$ cat config.mk
export PLATFORM = sky130hd
export DESIGN_NAME = seg_scan_decoder_flat
export DESIGN_NICKNAME = d
export VERILOG_FILES = /design/src/rtl/seg_scan_decoder_if.sv /design/src/rtl/seg_scan_decoder.sv /design/src/flat_wrapper.sv
export SDC_FILE = /design/constraint.sdc
export NUM_CORES = 1
export LEC_CHECK = 0
export CAP_MARGIN = 10
export CORE_ASPECT_RATIO = 0.9
export CORE_UTILIZATION = 61
export DETAILED_ROUTE_END_ITERATION = 16
export PLACE_DENSITY = 0.8
export SETUP_SLACK_MARGIN = 0.3
export SLEW_MARGIN = 0
export SYNTH_ARGS = -nofsm -noshare
export SYNTH_HDL_FRONTEND = slang
export SYNTH_SLANG_ARGS = --single-unit
$ cat constraint.sdc
create_clock -name clk -period 8.9 [get_ports clk]
set_clock_uncertainty 0.05 [all_clocks]
set_input_delay 1.335 -clock clk [delete_from_list [all_inputs] [get_ports clk]]
set_output_delay 1.335 -clock clk [all_outputs]
set_load 0.005 [all_outputs]
$ cat src/rtl/seg_scan_decoder_if.sv
`default_nettype none
// ============================================================================
// Module      : seg_scan_decoder_if
// Description : Bus bundle between a multiplexed 7-segment scan source and the
//               seg_scan_decoder monitor.
//               master : drives val/place, observes the decoded results.
//               slave  : samples val/place, drives the decoded results.
// Ports       : val[6:0]     active-low segments, bit 6 = A .. bit 0 = G
//               place[3:0]   active-low anode select (0111 = thousands)
//               thous/hund/tens/ones[3:0]  recovered digits
//               valid, frame_done, seg_err, place_err, display_off  status
// Revision    : 1.0  initial release
// ============================================================================
interface seg_scan_decoder_if;
  logic [6:0] val;
  logic [3:0] place;
  logic [3:0] thous;
  logic [3:0] hund;
  logic [3:0] tens;
  logic [3:0] ones;
  logic       valid;
  logic       frame_done;
  logic       seg_err;
  logic       place_err;
  logic       display_off;

  modport master (
    output val, place,
    input  thous, hund, tens, ones, valid, frame_done, seg_err, place_err, display_off
  );

  modport slave (
    input  val, place,
    output thous, hund, tens, ones, valid, frame_done, seg_err, place_err, display_off
  );
endinterface
`default_nettype wire

$ cat src/rtl/seg_scan_decoder.sv
`default_nettype none
// ============================================================================
// Module      : seg_scan_decoder
// Description : Watches a scanned 7-segment bus, debounces each digit slot and
//               decodes the segment pattern back to BCD, rebuilding the four
//               displayed digits and reporting frame / error / blank status.
// Ports       : clk    system clock, rising edge
//               reset  synchronous active-high reset
//               bus    seg_scan_decoder_if.slave (val/place in, results out)
// Revision    : 1.0  initial release
// ============================================================================
module seg_scan_decoder #(
  parameter int STABLE_CYCLES = 4,
  parameter int BLANK_CYCLES  = 64
) (
  input  wire logic          clk,
  input  wire logic          reset,
  seg_scan_decoder_if.slave  bus
);

  typedef enum logic [1:0] {
    S_SYNC = 2'd0,
    S_RUN  = 2'd1,
    S_OFF  = 2'd2
  } state_t;

  localparam logic [7:0]  C_STABLE    = 8'(STABLE_CYCLES);
  localparam logic [7:0]  C_STABLE_M1 = 8'(STABLE_CYCLES - 1);
  localparam logic [15:0] C_BLANK     = 16'(BLANK_CYCLES);

  logic [6:0]  r_val_q, r_val_prev;
  logic [3:0]  r_place_q, r_place_prev;
  logic [7:0]  r_stable_cnt;
  logic [15:0] r_blank_cnt;
  logic [3:0]  r_seen;
  logic [3:0]  r_digit [4];
  state_t      r_state;
  logic        r_valid, r_frame_done, r_seg_err, r_place_err, r_display_off;

  // Returns {illegal, digit}. All-dark is a legal blank digit (F).
  function automatic logic [4:0] decode(input logic [6:0] seg);
    case (seg)
      7'b0000001: decode = 5'h00;
      7'b1001111: decode = 5'h01;
      7'b0010010: decode = 5'h02;
      7'b0000110: decode = 5'h03;
      7'b1001100: decode = 5'h04;
      7'b0100100: decode = 5'h05;
      7'b0100000: decode = 5'h06;
      7'b0001111: decode = 5'h07;
      7'b0000000: decode = 5'h08;
      7'b0000100: decode = 5'h09;
      7'b1111111: decode = 5'h0F;
      default:    decode = 5'h1E;
    endcase
  endfunction

  function automatic logic one_hot_low(input logic [3:0] p);
    one_hot_low = (p == 4'b0111) || (p == 4'b1011) || (p == 4'b1101) || (p == 4'b1110);
  endfunction

  logic        w_same, w_capture;
  logic        w_q_onehot, w_q_multi;
  logic        w_in_onehot, w_in_idle;
  logic [1:0]  w_slot;
  logic [4:0]  w_dec;
  logic [3:0]  w_seen_next;
  logic [15:0] w_blank_next;

  // The stability counter compares the registered pair with the one before
  // it, so the capture edge lands exactly STABLE_CYCLES edges after the pair
  // first appears on the inputs.
  assign w_same     = (r_val_q == r_val_prev) && (r_place_q == r_place_prev);
  assign w_capture  = w_same && (r_stable_cnt == C_STABLE_M1);
  assign w_q_onehot = one_hot_low(r_place_q);
  assign w_q_multi  = !w_q_onehot && (r_place_q != 4'b0000) && (r_place_q != 4'b1111);
  assign w_dec      = decode(r_val_q);

  // Blank detection counts raw samples as they enter the input stage.
  assign w_in_onehot = one_hot_low(bus.place);
  assign w_in_idle   = (bus.place == 4'b0000) || (bus.place == 4'b1111);

  always_comb begin
    w_slot = 2'd0;
    case (r_place_q)
      4'b0111: w_slot = 2'd3;
      4'b1011: w_slot = 2'd2;
      4'b1101: w_slot = 2'd1;
      default: w_slot = 2'd0;
    endcase
  end

  always_comb begin
    w_seen_next = r_seen;
    if (w_capture && w_q_onehot) begin
      w_seen_next = r_seen | ~r_place_q;
    end
  end

  always_comb begin
    w_blank_next = r_blank_cnt;
    if (w_in_onehot) begin
      w_blank_next = 16'd0;
    end else if (w_in_idle && (r_blank_cnt != C_BLANK)) begin
      w_blank_next = r_blank_cnt + 16'd1;
    end
  end

  always_ff @(posedge clk) begin
    if (reset) begin
      r_val_q       <= 7'd0;
      r_val_prev    <= 7'd0;
      r_place_q     <= 4'd0;
      r_place_prev  <= 4'd0;
      r_stable_cnt  <= 8'd0;
      r_blank_cnt   <= 16'd0;
      r_seen        <= 4'b0000;
      r_digit[0]    <= 4'hF;
      r_digit[1]    <= 4'hF;
      r_digit[2]    <= 4'hF;
      r_digit[3]    <= 4'hF;
      r_state       <= S_SYNC;
      r_valid       <= 1'b0;
      r_frame_done  <= 1'b0;
      r_seg_err     <= 1'b0;
      r_place_err   <= 1'b0;
      r_display_off <= 1'b0;
    end else begin
      r_val_q      <= bus.val;
      r_place_q    <= bus.place;
      r_val_prev   <= r_val_q;
      r_place_prev <= r_place_q;
      r_blank_cnt  <= w_blank_next;

      if (!w_same) begin
        r_stable_cnt <= 8'd1;
      end else if (r_stable_cnt < C_STABLE) begin
        r_stable_cnt <= r_stable_cnt + 8'd1;
      end

      r_frame_done <= 1'b0;
      r_seg_err    <= 1'b0;
      r_place_err  <= 1'b0;

      if (w_capture && w_q_multi) begin
        r_place_err <= 1'b1;
      end
      if (w_capture && w_q_onehot) begin
        r_digit[w_slot] <= w_dec[3:0];
        r_seg_err       <= w_dec[4];
      end

      case (r_state)
        S_SYNC, S_RUN: begin
          if (w_seen_next == 4'b1111) begin
            r_frame_done <= 1'b1;
            r_valid      <= 1'b1;
            r_seen       <= 4'b0000;
            r_state      <= S_RUN;
          end else begin
            r_seen <= w_seen_next;
          end
          if (w_blank_next == C_BLANK) begin
            r_state       <= S_OFF;
            r_display_off <= 1'b1;
            r_valid       <= 1'b0;
            r_seen        <= 4'b0000;
          end
        end
        S_OFF: begin
          r_seen <= 4'b0000;
          if (w_capture && w_q_onehot) begin
            r_display_off <= 1'b0;
            r_seen        <= w_seen_next;
            r_state       <= S_SYNC;
          end
        end
        default: begin
          r_state <= S_SYNC;
          r_seen  <= 4'b0000;
        end
      endcase
    end
  end

  assign bus.thous       = r_digit[3];
  assign bus.hund        = r_digit[2];
  assign bus.tens        = r_digit[1];
  assign bus.ones        = r_digit[0];
  assign bus.valid       = r_valid;
  assign bus.frame_done  = r_frame_done;
  assign bus.seg_err     = r_seg_err;
  assign bus.place_err   = r_place_err;
  assign bus.display_off = r_display_off;

endmodule
`default_nettype wire

$ cat src/flat_wrapper.sv
// flat-port wrapper written by rule: the top's interface ports become plain ports
module seg_scan_decoder_flat 
#(
  parameter int STABLE_CYCLES = 4,
  parameter int BLANK_CYCLES  = 64
)
  (clk, reset, bus_val, bus_place, bus_thous, bus_hund, bus_tens, bus_ones, bus_valid, bus_frame_done, bus_seg_err, bus_place_err, bus_display_off);
  seg_scan_decoder_if bus_i ();
  input  wire logic clk;
  input  wire logic reset;
  input wire logic [$bits(bus_i.val)-1:0] bus_val;
  input wire logic [$bits(bus_i.place)-1:0] bus_place;
  output wire logic [$bits(bus_i.thous)-1:0] bus_thous;
  output wire logic [$bits(bus_i.hund)-1:0] bus_hund;
  output wire logic [$bits(bus_i.tens)-1:0] bus_tens;
  output wire logic [$bits(bus_i.ones)-1:0] bus_ones;
  output wire logic [$bits(bus_i.valid)-1:0] bus_valid;
  output wire logic [$bits(bus_i.frame_done)-1:0] bus_frame_done;
  output wire logic [$bits(bus_i.seg_err)-1:0] bus_seg_err;
  output wire logic [$bits(bus_i.place_err)-1:0] bus_place_err;
  output wire logic [$bits(bus_i.display_off)-1:0] bus_display_off;
  assign bus_i.val = bus_val;
  assign bus_i.place = bus_place;
  assign bus_thous = bus_i.thous;
  assign bus_hund = bus_i.hund;
  assign bus_tens = bus_i.tens;
  assign bus_ones = bus_i.ones;
  assign bus_valid = bus_i.valid;
  assign bus_frame_done = bus_i.frame_done;
  assign bus_seg_err = bus_i.seg_err;
  assign bus_place_err = bus_i.place_err;
  assign bus_display_off = bus_i.display_off;
  seg_scan_decoder #(.STABLE_CYCLES(STABLE_CYCLES), .BLANK_CYCLES(BLANK_CYCLES)) u_core (.clk(clk), .reset(reset), .bus(bus_i));
endmodule
### Word level (Yosys, flattened, before mapping)

Memory sizes are Yosys's and may differ from the RTL's.
Index checks and enable logic that the tools add are counted.

* add/sub/neg operators: 2
* magnitude comparators: 1
* eq/ne operators: 32
* multiplexer cells: 30
* bitwise logic cells: 5
* reduce and logical (&&, ||, !) cells: 29

Operators by type and width (count)
* $pmux 5 s11: 1
* $eq 4x4->1 const B: 8
* $mux 16: 2
* $eq 7x7->1 const B: 3
* $mux 4: 5
* $add 16x1->16 const B: 1
* $eq 16x7->1 const B: 1
* $ne 16x7->1 const B: 1
* $eq 7x3->1 const B: 2
* $eq 7x6->1 const B: 2
* $mux 1: 14
* $add 8x1->8 const B: 1
* $eq 4x3->1 const B: 2
* $eq 8x2->1 const B: 1
* $lt 8x3->1 const B: 1
* $mux 2: 4
* $pmux 4 s2: 1
* $reduce_or 2->1: 4
* $eq 7x1->1 const B: 1
* $eq 7x4->1 const B: 1
* $eq 7x5->1 const B: 1
* $eq 7x7->1: 1
* $logic_and 1x1->1: 7
* $logic_not 7->1: 1
* 22 further kinds: 33

* register bits after elaboration: 57
* RAM bits: 16
* input port bits: 13
* output and inout bits: 21
* logic and storage cells: 114
* memories kept: 1

Memory list
* u_core.r_digit: words 4, bits a word 4, read ports 4, clocked after Yosys merged registers in 0, wr ports 4, RTL line seg_scan_decoder.sv:36 `logic [3:0] r_digit [4];`

### Depth between registers and ports, before layout

* depth after elaboration: 10
* gate-level depth with buffers: 9
* mapped depth without buffers: 9

### Worst setup path before layout

OpenSTA, ideal clock, no wires.

* path kind: input -> register
* from: input bus_place[2]
* to: register u_core.r_seen[0]
* setup time: 0.072 ns
* arrival time: 3.612 ns
* required time: 8.778 ns
* path slack: 5.166 ns
* stages: 9
* buffers on the path: 2
* cell sequence: buf_2 or4_4 buf_6 a211o_1 nor4_4 xor2_1 o31ai_1 a2111o_1 a21oi_1

* word-level cells in the longest chain between the ends: 8
* elaborated cells on any way between the ends: 16
* classes of those cells: eq/ne (6); mux (4); reduce/logical (6)

RTL lines
* from (decl): RTL line flat_wrapper.sv:12 `input wire logic [$bits(bus_i.place)-1:0] bus_place;`
* $eq 4x4->1, or another cell as far along: RTL line seg_scan_decoder.sv:81 `assign w_in_idle = (bus.place == 4'b0000) || (bus.place == 4'b1111);`
* $logic_or 1x1->1, on equally long branches: RTL line seg_scan_decoder.sv:81, seg_scan_decoder.sv:59
* $logic_and 1x1->1 or $logic_or 1x1->1 (tied branches): RTL line seg_scan_decoder.sv:104, seg_scan_decoder.sv:59
* $mux 16 or $logic_or 1x1->1 (tied branches): RTL line seg_scan_decoder.sv:104, seg_scan_decoder.sv:59
* $mux 16 (*): RTL line seg_scan_decoder.sv:102 `if (w_in_onehot) begin`
* $eq 16x7->1 (*): RTL line seg_scan_decoder.sv:163 `if (w_blank_next == C_BLANK) begin`
* $mux 4 (*): RTL line seg_scan_decoder.sv:163
* $pmux 4 s2 (*): RTL line seg_scan_decoder.sv:153 `case (r_state)`
* to (signal assigned): RTL line seg_scan_decoder.sv:161 `r_seen <= w_seen_next;`
* to (signal assigned): RTL line seg_scan_decoder.sv:174 `r_seen <= w_seen_next;`
* to (decl): RTL line seg_scan_decoder.sv:35 `logic [3:0] r_seen;`

Every way passes the cells marked *; elsewhere a longest branch is shown, timed or not.
A chain may end at the register's enable or synchronous reset.

==> impl_metrics.csv <==
group,metric,value,unit
global_routing,met3_usage,8.20,%
detailed_routing,routed_via_density,5.80,
synth,synth_cell_type_count,58,
floorplan,die-area,0.00597,sq mm
timing,final.setup.tns,0,ps
global_routing,top_usage_layer,"met2",
global_routing,met1_usage,29.3,%
floorplan,core_area,0.00535,sq mm
layout,final_common_cell,"dfxtp_1",
worst_setup_path,arrival,3900,ps
hold_path,hold_path_class,"flop to flop",
worst_setup_path,crit_slowest_cell,"nor3_1",
flow_run,cap_violations,0,
detailed_routing,vias,2715,
timing,worst_pin_slew,910,ps
synth,syn_area,0.00346,sq mm
global_routing,met2_usage,46.1,%
timing,fin_crit,3970,ps
power,vdd_drop_max,0.122,mV
synth,async_flop_share,0,%
synth,syn-instance-count,373,
floorplan,die_w,81.4,um
clocking,clk_pin_slew,70,ps
timing,rsz0062_at_grt,"false",
power,cellPowerDensity,162,mW/mm^2
floorplan,fp.dieH,73.4,um
detailed_routing,wl,6960,um
global_routing,grtUsageTotal,25.9,%
clocking,insertion_delay,340,ps
placed_design,place_congestion,0.842,
clocking,cts_max_path_buffers,2,
placed_design,hpwl,4930,um
worst_setup_path,cp_data_required_time,8830,ps
synth,synth_edf_count,16,
global_routing,grt_pass1_wl,11500,um
timing,fin_crit_sh,44.6,%
layout,multi_input_area,0.00169,sq mm
detailed_routing,first_pass_iters,4,
layout,final_area,0.00397,sq mm
global_routing,grt_pass1_vias,2488,
run_status,status,"completed",
layout,areaGrowthSynthToFinish,14.8,%
worst_setup_path,startpoint,"reset",
clocking,numCtsBuffers,9,
power,total_power,644,uW
timing,report.final.slew_viol_count,0,
clocking,cts_sinks,73,
synth,ys.flop_type,"dfxtp_1",
clocking,post_cts_resized,0,
timing,slew_headroom,38.9,%
layout,antenna_cells,0,
global_routing,antenna_found_initial,0,
global_routing,grt-ovfl-total,0,
clocking,postCtsHoldBufs,0,
floorplan,top_level_ports,34,
layout,final_nets,412,
worst_setup_path,worstReg2RegStart,"u_core.r_val_q[4]",
worst_setup_path,worstPathMaxFanout,32,
placed_design,port_buffers,33,
synth,ys_warn_count,0,
synth,netlist_top_cells_area,"dfxtp_1 33%, edfxtp_1 14%, nor2b_1 4.7%, xnor2_1 4.6%, nand2_1 3.9%",
clocking,cts_tree,"built",
layout,final_cell_mix,"57 x dfxtp_1, 36 x nand2_1, 33 x clkdlybuf4s50_1, 27 x nor2_1, 26 x nor2b_1",
power,leakagePower,0.00147,uW
detailed_routing,wl_per_cell,14.9,um
detailed_routing,ant_nets,0,
synth,synth_top_area_share,33.0,%
layout,final-seq-area,0.00162,sq mm
hold_path,hp-start,"u_core.r_stable_cnt[5]",
worst_setup_path,path_cells,"clkdlybuf4s50_1 -> buf_4 -> nor3_1 -> nand3_1 -> o21ai_0",
worst_setup_path,worstSetupPathType,"primary input to flop",
layout,fillerInstances,408,
synth,syn_nets,389,
worst_setup_path,worstSetupEndpointType,"flop",
detailed_routing,drc,0,
layout,drive_gt1_share,6.23,%
detailed_routing,drt_iter0_markers,101,
clocking,clock-root-buffer,"clkbuf_8",
timing,setup_violations,0,
synth,syn_avg_cell_area,9.27,sq um
synth,yosysSeqAreaShare,46.9,%
global_routing,grt_max_degree,33,
synth,yosys.area.top_type,"dfxtp_1",
worst_setup_path,startpoint_type,"primary input",
placed_design,postPlaceCellArea,0.00378,sq mm
floorplan,rows,25,
timing,max_freq,252,MHz
timing,hold_viol,0,
clocking,h-tree-depth,3,
clocking,postCtsSetupRepairBufs,0,
worst_setup_path,cpPeakStageDelay,780,ps
synth,ys_seq_elements,73,
worst_setup_path,crit_family,"simple AND/OR/NAND/NOR gates",
worst_setup_path,worst-path-buf-inv,2,
floorplan,start_util,64.6,%
per-layer routing:
metal / up-vias / wire length [um]
met5: - / 0
met4: 0 / 95
met3: 12 / 320
met2: 72 / 3630
met1: 1273 / 2910
li1: 1358 / -
synth_stat cells, types with 3 or more instances:
master     n
nand4b_1   3
nor4_1     5
or2_2      4
xor2_1    14
ha_1       3
and3_1    14
o21ai_0    3
nand3_1   18
nand2_1   36
nand4_1    5
and2_1     7
edfxtp_1  16
o211a_1    3
and4_1     3
xnor2_1   18
nor2_1    27
a211oi_1   5
dfxtp_1   57
clkbuf_1  19
o31ai_1    3
nor3_1    12
nor2b_1   26
inv_1     12
a21oi_1   16
cell type report:
type / count / area share (%)
clock buffers: 12 / 3.66
clock inverters: 4 / 1.13
inverters: 12 / 1.13
multi-input cells: 266 / 42.6
flip-flops and latches: 73 / 40.8
well taps: 67 / 2.11
repair buffers: 34 / 8.51
report_power, final:
| part | switching, uW | total, uW | internal, uW |
|---|---|---|---|
| sequential | 8.55 | 352 | 343 |
| combinational | 21.7 | 41.3 | 19.6 |
| clock | 115 | 251 | 136 |
| total | 145 | 644 | 499 |
registers in the layout, summed over array words and instances, names as in the netlist:
name,flops
u_core.r_blank_cnt,16
u_core.r_digit,16
u_core.r_stable_cnt,8
u_core.r_val_prev,7
u_core.r_val_q,7
u_core.r_place_prev,4
u_core.r_place_q,4
u_core.r_seen,4
u_core.r_state,2
u_core.bus.display_off,1
u_core.bus.frame_done,1
u_core.bus.place_err,1
u_core.bus.seg_err,1
u_core.bus.valid,1
kinds of logic after synthesis:
group	count (synthesis)	share of synthesized area, %
AND/OR/NAND/NOR	177	28.4
multiplexers	2	0.579
flip-flops	73	46.9
XOR/XNOR	32	8.11
adder cells (fa/ha/maj)	4	1.38
AO/OA/AOI/OAI	51	10.5
buffers and inverters	34	4.16
worst paths after layout:
path         slack, ps                      to  depth (start not counted)
max               4930    u_core.r_digit[2][0]                          5
min                410  u_core.r_stable_cnt[5]                          1
max reg2reg       5410    u_core.r_digit[2][0]                          6
min reg2reg        410  u_core.r_stable_cnt[5]                          1
per-stage QoR:
stage | std cells | worst slack, ps | hold slack, ps | util [%]
2_1_floorplan | 373 | 5170 | 381 | -
3_3_place_gp | 452 | 4680 | 393 | 70.7
3_5_place_dp | 452 | 4560 | 402 | 70.7
4_1_cts | 468 | 4890 | 417 | 74.2
5_1_grt | 468 | 4650 | 429 | 74.2
6_report | 468 | 4930 | 413 | 74.2
worst register-to-register path, stage by stage, from the launching register on:
cell	delay (ps)
dfxtp_1	500
xor2_1	120
nor4_1	440
nand2_1	160
nor3_1	720
nand3_1	500
o21ai_0	630
Note: power is estimated with default switching activity, not from simulation.
==> variant 1, RTL diff (config.mk and constraints unchanged) <==
The 3 states of `state_t` get a one-hot encoding in 3 bits.
--- a/src/rtl/seg_scan_decoder.sv
+++ b/src/rtl/seg_scan_decoder.sv
@@ -19,8 +19,8 @@
 );
 
-  typedef enum logic [1:0] {
-    S_SYNC = 2'd0,
-    S_RUN  = 2'd1,
-    S_OFF  = 2'd2
+  typedef enum logic [2:0] {
+    S_SYNC = 3'b001,
+    S_RUN  = 3'b010,
+    S_OFF  = 3'b100
   } state_t;
 
Check against the original RTL: no difference found for any inputs over 10 cycles, from zero or initial values and one cycle with reset high; not proved beyond that.
==> variant 1 against the original RTL <==
  * Routed wire length is 2.8% lower
  * Cell area is 4.1% higher
  * Register-to-register slack better by 560 ps
  * Sequential power is 1% higher
  * Synthesized area is 3.9% higher
  * Final cell count is 0.21% higher
  * Sequential share of layout area is 1.1 points lower
  * Global-route usage is 2.4 points lower
  * Setup slack better by 280 ps
  * Core utilization is 1.7 points lower
  * Power is 7.7% higher
  * Sequential cell count is 1 higher
  * Critical path depth is 3 higher
  * Highest routed layer unchanged
==> variant 1: results (changes against the original RTL) <==
maximum fanout along the worst path - 7 (was 32)
Cell variety after synth - 63 (was 58)
Seq pwr share - 51.4% (was 54.7%)
syn avg cell area - 9.60 um^2 (was 9.27 um^2)
final net count - 410 (was 412)
DP Area - 0.00390 mm^2 (was 0.00378 mm^2)
R2R Path End - u_core.r_digit[0][1] (was u_core.r_digit[2][0])
met3 Track Usage GR - 6.36% (was 8.20%)
met2 wire len - 3210 um (was 3630 um)
Vias - 2,637 (was 2,715)
Commonest cells post-synth - 58 x dfxtp_1, 34 x nor2_1, 33 x nand2_1 (was 57 x dfxtp_1, 36 x nand2_1, 27 x nor2_1)
worst reg2reg setup slack - 5970 ps (was 5410 ps)
Reg2Reg Depth - 7 (was 6)
leakage power - 1.38 nW (was 1.47 nW)
Setup crit end - u_core.r_seen[1] (was u_core.r_digit[2][0])
Post-Route WL - 6770 um (was 6960 um)
met1 wire length - 3190 um (was 2910 um)
switching share of power - 21.7% (was 22.5%)
dpl ws - 4860 ps (was 4560 ps)
Period minus WS final - 3690 ps (was 3970 ps)
status - complete, no violations (unchanged)
met2 Resource Use GR - 38.3% (was 46.1%)
vias in the first global route - 2,449 (was 2,488)
first-pass GRT wire length - 11,400 um (was 11,500 um)
Placer Congestion - 0.916 (was 0.842)
Seq power - 0.000356 W (was 0.000352 W)
Global Route met1 Usage - 30.1% (was 29.3%)
drt wl/cell - 14.4 um (was 14.9 um)
all-layer global routing usage - 23.5% (was 25.9%)
sequential share of the synthesized area - 45.7% (was 46.9%)
CP max stage cell - or4_4 (was nor3_1)
logic gate share of total power - 6.0% (was 6.4%)
variant 1: changes by cell type in the layout (fill, tap and decap cells not counted), moves of 4 or more:
cell     unedited run  this run
xor2_1             14        10
and3_1             14         2
o21ai_0             3         7
a21oi_1            16        10
xnor2_1            18        25
nor2_1             27        34
variant 1: kinds of logic (layout without fill, tap and decap cells):
logic type,Yosys count,in the layout,share of synthesized area (%)
adder cells (fa/ha/maj),3,3,1.05
AND/OR/NAND/NOR,173,173,27.6
AO/OA/AOI/OAI,51,51,11.8
XOR/XNOR,35,35,8.53
flip-flops,74,74,45.7
multiplexers,3,3,0.836
buffers and inverters,35,60,4.42
variant 1: area by class of cell:
class,count,area [um^2],share of cell area (%)
clock buffers,11,151,3.66
multi-input cells,265,1790,43.4
flip-flops and latches,74,1640,39.7
clock inverters,5,83.8,2.03
well taps,70,87.6,2.12
inverters,10,37.5,0.909
repair buffers,34,338,8.18
==> variant 2, RTL diff (config.mk and constraints unchanged) <==
Made on the original files. `BLANK_CYCLES` is set to 64 in 2 places; all go to 48.
--- a/src/rtl/seg_scan_decoder.sv
+++ b/src/rtl/seg_scan_decoder.sv
@@ -12,5 +12,5 @@
 module seg_scan_decoder #(
   parameter int STABLE_CYCLES = 4,
-  parameter int BLANK_CYCLES  = 64
+  parameter int BLANK_CYCLES  = 48
 ) (
   input  wire logic          clk,
--- a/src/flat_wrapper.sv
+++ b/src/flat_wrapper.sv
@@ -3,5 +3,5 @@
 #(
   parameter int STABLE_CYCLES = 4,
-  parameter int BLANK_CYCLES  = 64
+  parameter int BLANK_CYCLES  = 48
 )
   (clk, reset, bus_val, bus_place, bus_thous, bus_hund, bus_tens, bus_ones, bus_valid, bus_frame_done, bus_seg_err, bus_place_err, bus_display_off);
Check against the original RTL: same outputs for any inputs over 10 cycles, from zero or initial values and one cycle with reset high; that may be too few to reach the edited logic, so the function may still have changed.
==> variant 2 against the original RTL <==
  * Power fell by 0.20%
  * Count of clock-buffer cells in the layout fell by 3
  * Synthesized cell count fell by 0.54%
  * Sequential cell count did not move
  * Routed wire length rose by 1.5%
  * Cell area fell by 0.32%
  * Global-route usage rose by 0.31 points
  * Critical endpoint is now u_core.r_seen[3]
  * Setup slack improved by 44 ps
  * Synthesized area barely moved
==> variant 2: results (changes against the original RTL) <==
Placer Congestion - 0.915 (was 0.842)
drt first pass iters - 5 (was 4)
vias per cell - 5.88 (was 5.80)
drt initial violations - 252 (was 101)
Post-Route WL - 7070 um (was 6960 um)
Cell variety after synth - 55 (was 58)
Vias - 2,732 (was 2,715)
share of cells above drive strength 1 - 7.29% (was 6.23%)
all-layer global routing usage - 26.2% (was 25.9%)
worst reg2reg setup slack - 6040 ps (was 5410 ps)
syn avg cell area - 9.31 um^2 (was 9.27 um^2)
status - complete, no violations (unchanged)
vias in the first global route - 2,466 (was 2,488)
Reg2Reg Depth - 7 (was 6)
post-synthesis xor/xnor area fraction - 7.86% (was 8.11%)
Compound-Gate Fraction of Synth Area - 9.56% (was 10.5%)
WHS Endpoint - u_core.r_stable_cnt[3] (was u_core.r_stable_cnt[5])
first-pass GRT wire length - 11,600 um (was 11,500 um)
Global Route met1 Usage - 34.9% (was 29.3%)
maximum fanout along the worst path - 6 (was 32)
HPWL Detailed - 5070 um (was 4930 um)
R2R Path End - u_core.r_digit[0][0] (was u_core.r_digit[2][0])
dpl cells - 449 (was 452)
Worst-Margin Slew - 694 ps (was 910 ps)
mux cell area share after synthesis - 0.290% (was 0.579%)
==> variant 2: cell count changes after synthesis, sizes merged, moves of 5 or more <==
cell,delta
nor4,+7
nand3,-7
and3,-10
o21ai,+7
nor2,+12
a211oi,-5
xnor2,-5
nor2b,-5
==> variant 2: layout make-up <==
class	instances	area [um^2]
inverters	8	30.0
clock inverters	7	71.3
repair buffers	34	338
multi-input cells	267	1690
clock buffers	9	124
fillers	383	1390
well taps	67	83.8
flip-flops and latches	73	1620
==> variant 2: how the worst max path moves through the flow <==
stage,start,end,slack [ps],cells past startpoint
finish,bus_place[3],u_core.r_seen[3],4970,8
global route,bus_place[3],u_core.r_seen[3],4850,8
CTS,bus_place[3],u_core.r_seen[3],5050,8
detailed placement,bus_place[3],u_core.r_seen[3],4690,8
global placement,bus_place[3],u_core.r_seen[2],4760,8
floorplan,bus_place[3],u_core.r_seen[0],5480,7
==> variant 2: report_power, final <==
part / leakage, nW / internal, W / total [W] / switching, W
logic: 0.735 / 0.0000189 / 0.0000410 / 0.0000221
clock network: 0.0929 / 0.000129 / 0.000250 / 0.000122
registers: 0.578 / 0.000343 / 0.000351 / 0.00000806
total: 1.41 / 0.000491 / 0.000642 / 0.000152
==> variant 2: critical path: stages <==
cell             delay (ps)
clkdlybuf4s50_1         520
nor4_2                  520
nor2_1                  160
nor4_1                  480
xnor2_1                 210
nor2_1                  110
or4_4                   590
a31o_1                  200
==> variant 2: logic make-up after synthesis <==
family                   after synthesis
AO/OA/AOI/OAI                         49
AND/OR/NAND/NOR                      183
XOR/XNOR                              31
adder cells (fa/ha/maj)                3
flip-flops                            73
buffers and inverters                 31
multiplexers                           1
==> variant 2: through the flow <==
step                      power (W)  hold slack [ps]  util [%]  setup slack [ps]  cell area [um^2]
after global placement     0.000398              394      70.3              4760              3760
after CTS                  0.000647              421      74.0              5050              3960
after global routing       0.000670              431      74.0              4850              3960
after floorplan            0.000386              380         -              5480              3450
final                      0.000642              420      74.0              4970              3960
after detailed placement   0.000399              402      70.3              4690              3760
==> variant 2: per-layer routing <==
| metal | wire length (um) | vias to the layer above |
|---|---|---|
| met3 | 414 | 5 |
| met5 | 0 | - |
| met4 | 62 | 0 |
| li1 | - | 1349 |
| met2 | 3280 | 83 |
| met1 | 3310 | 1295 |
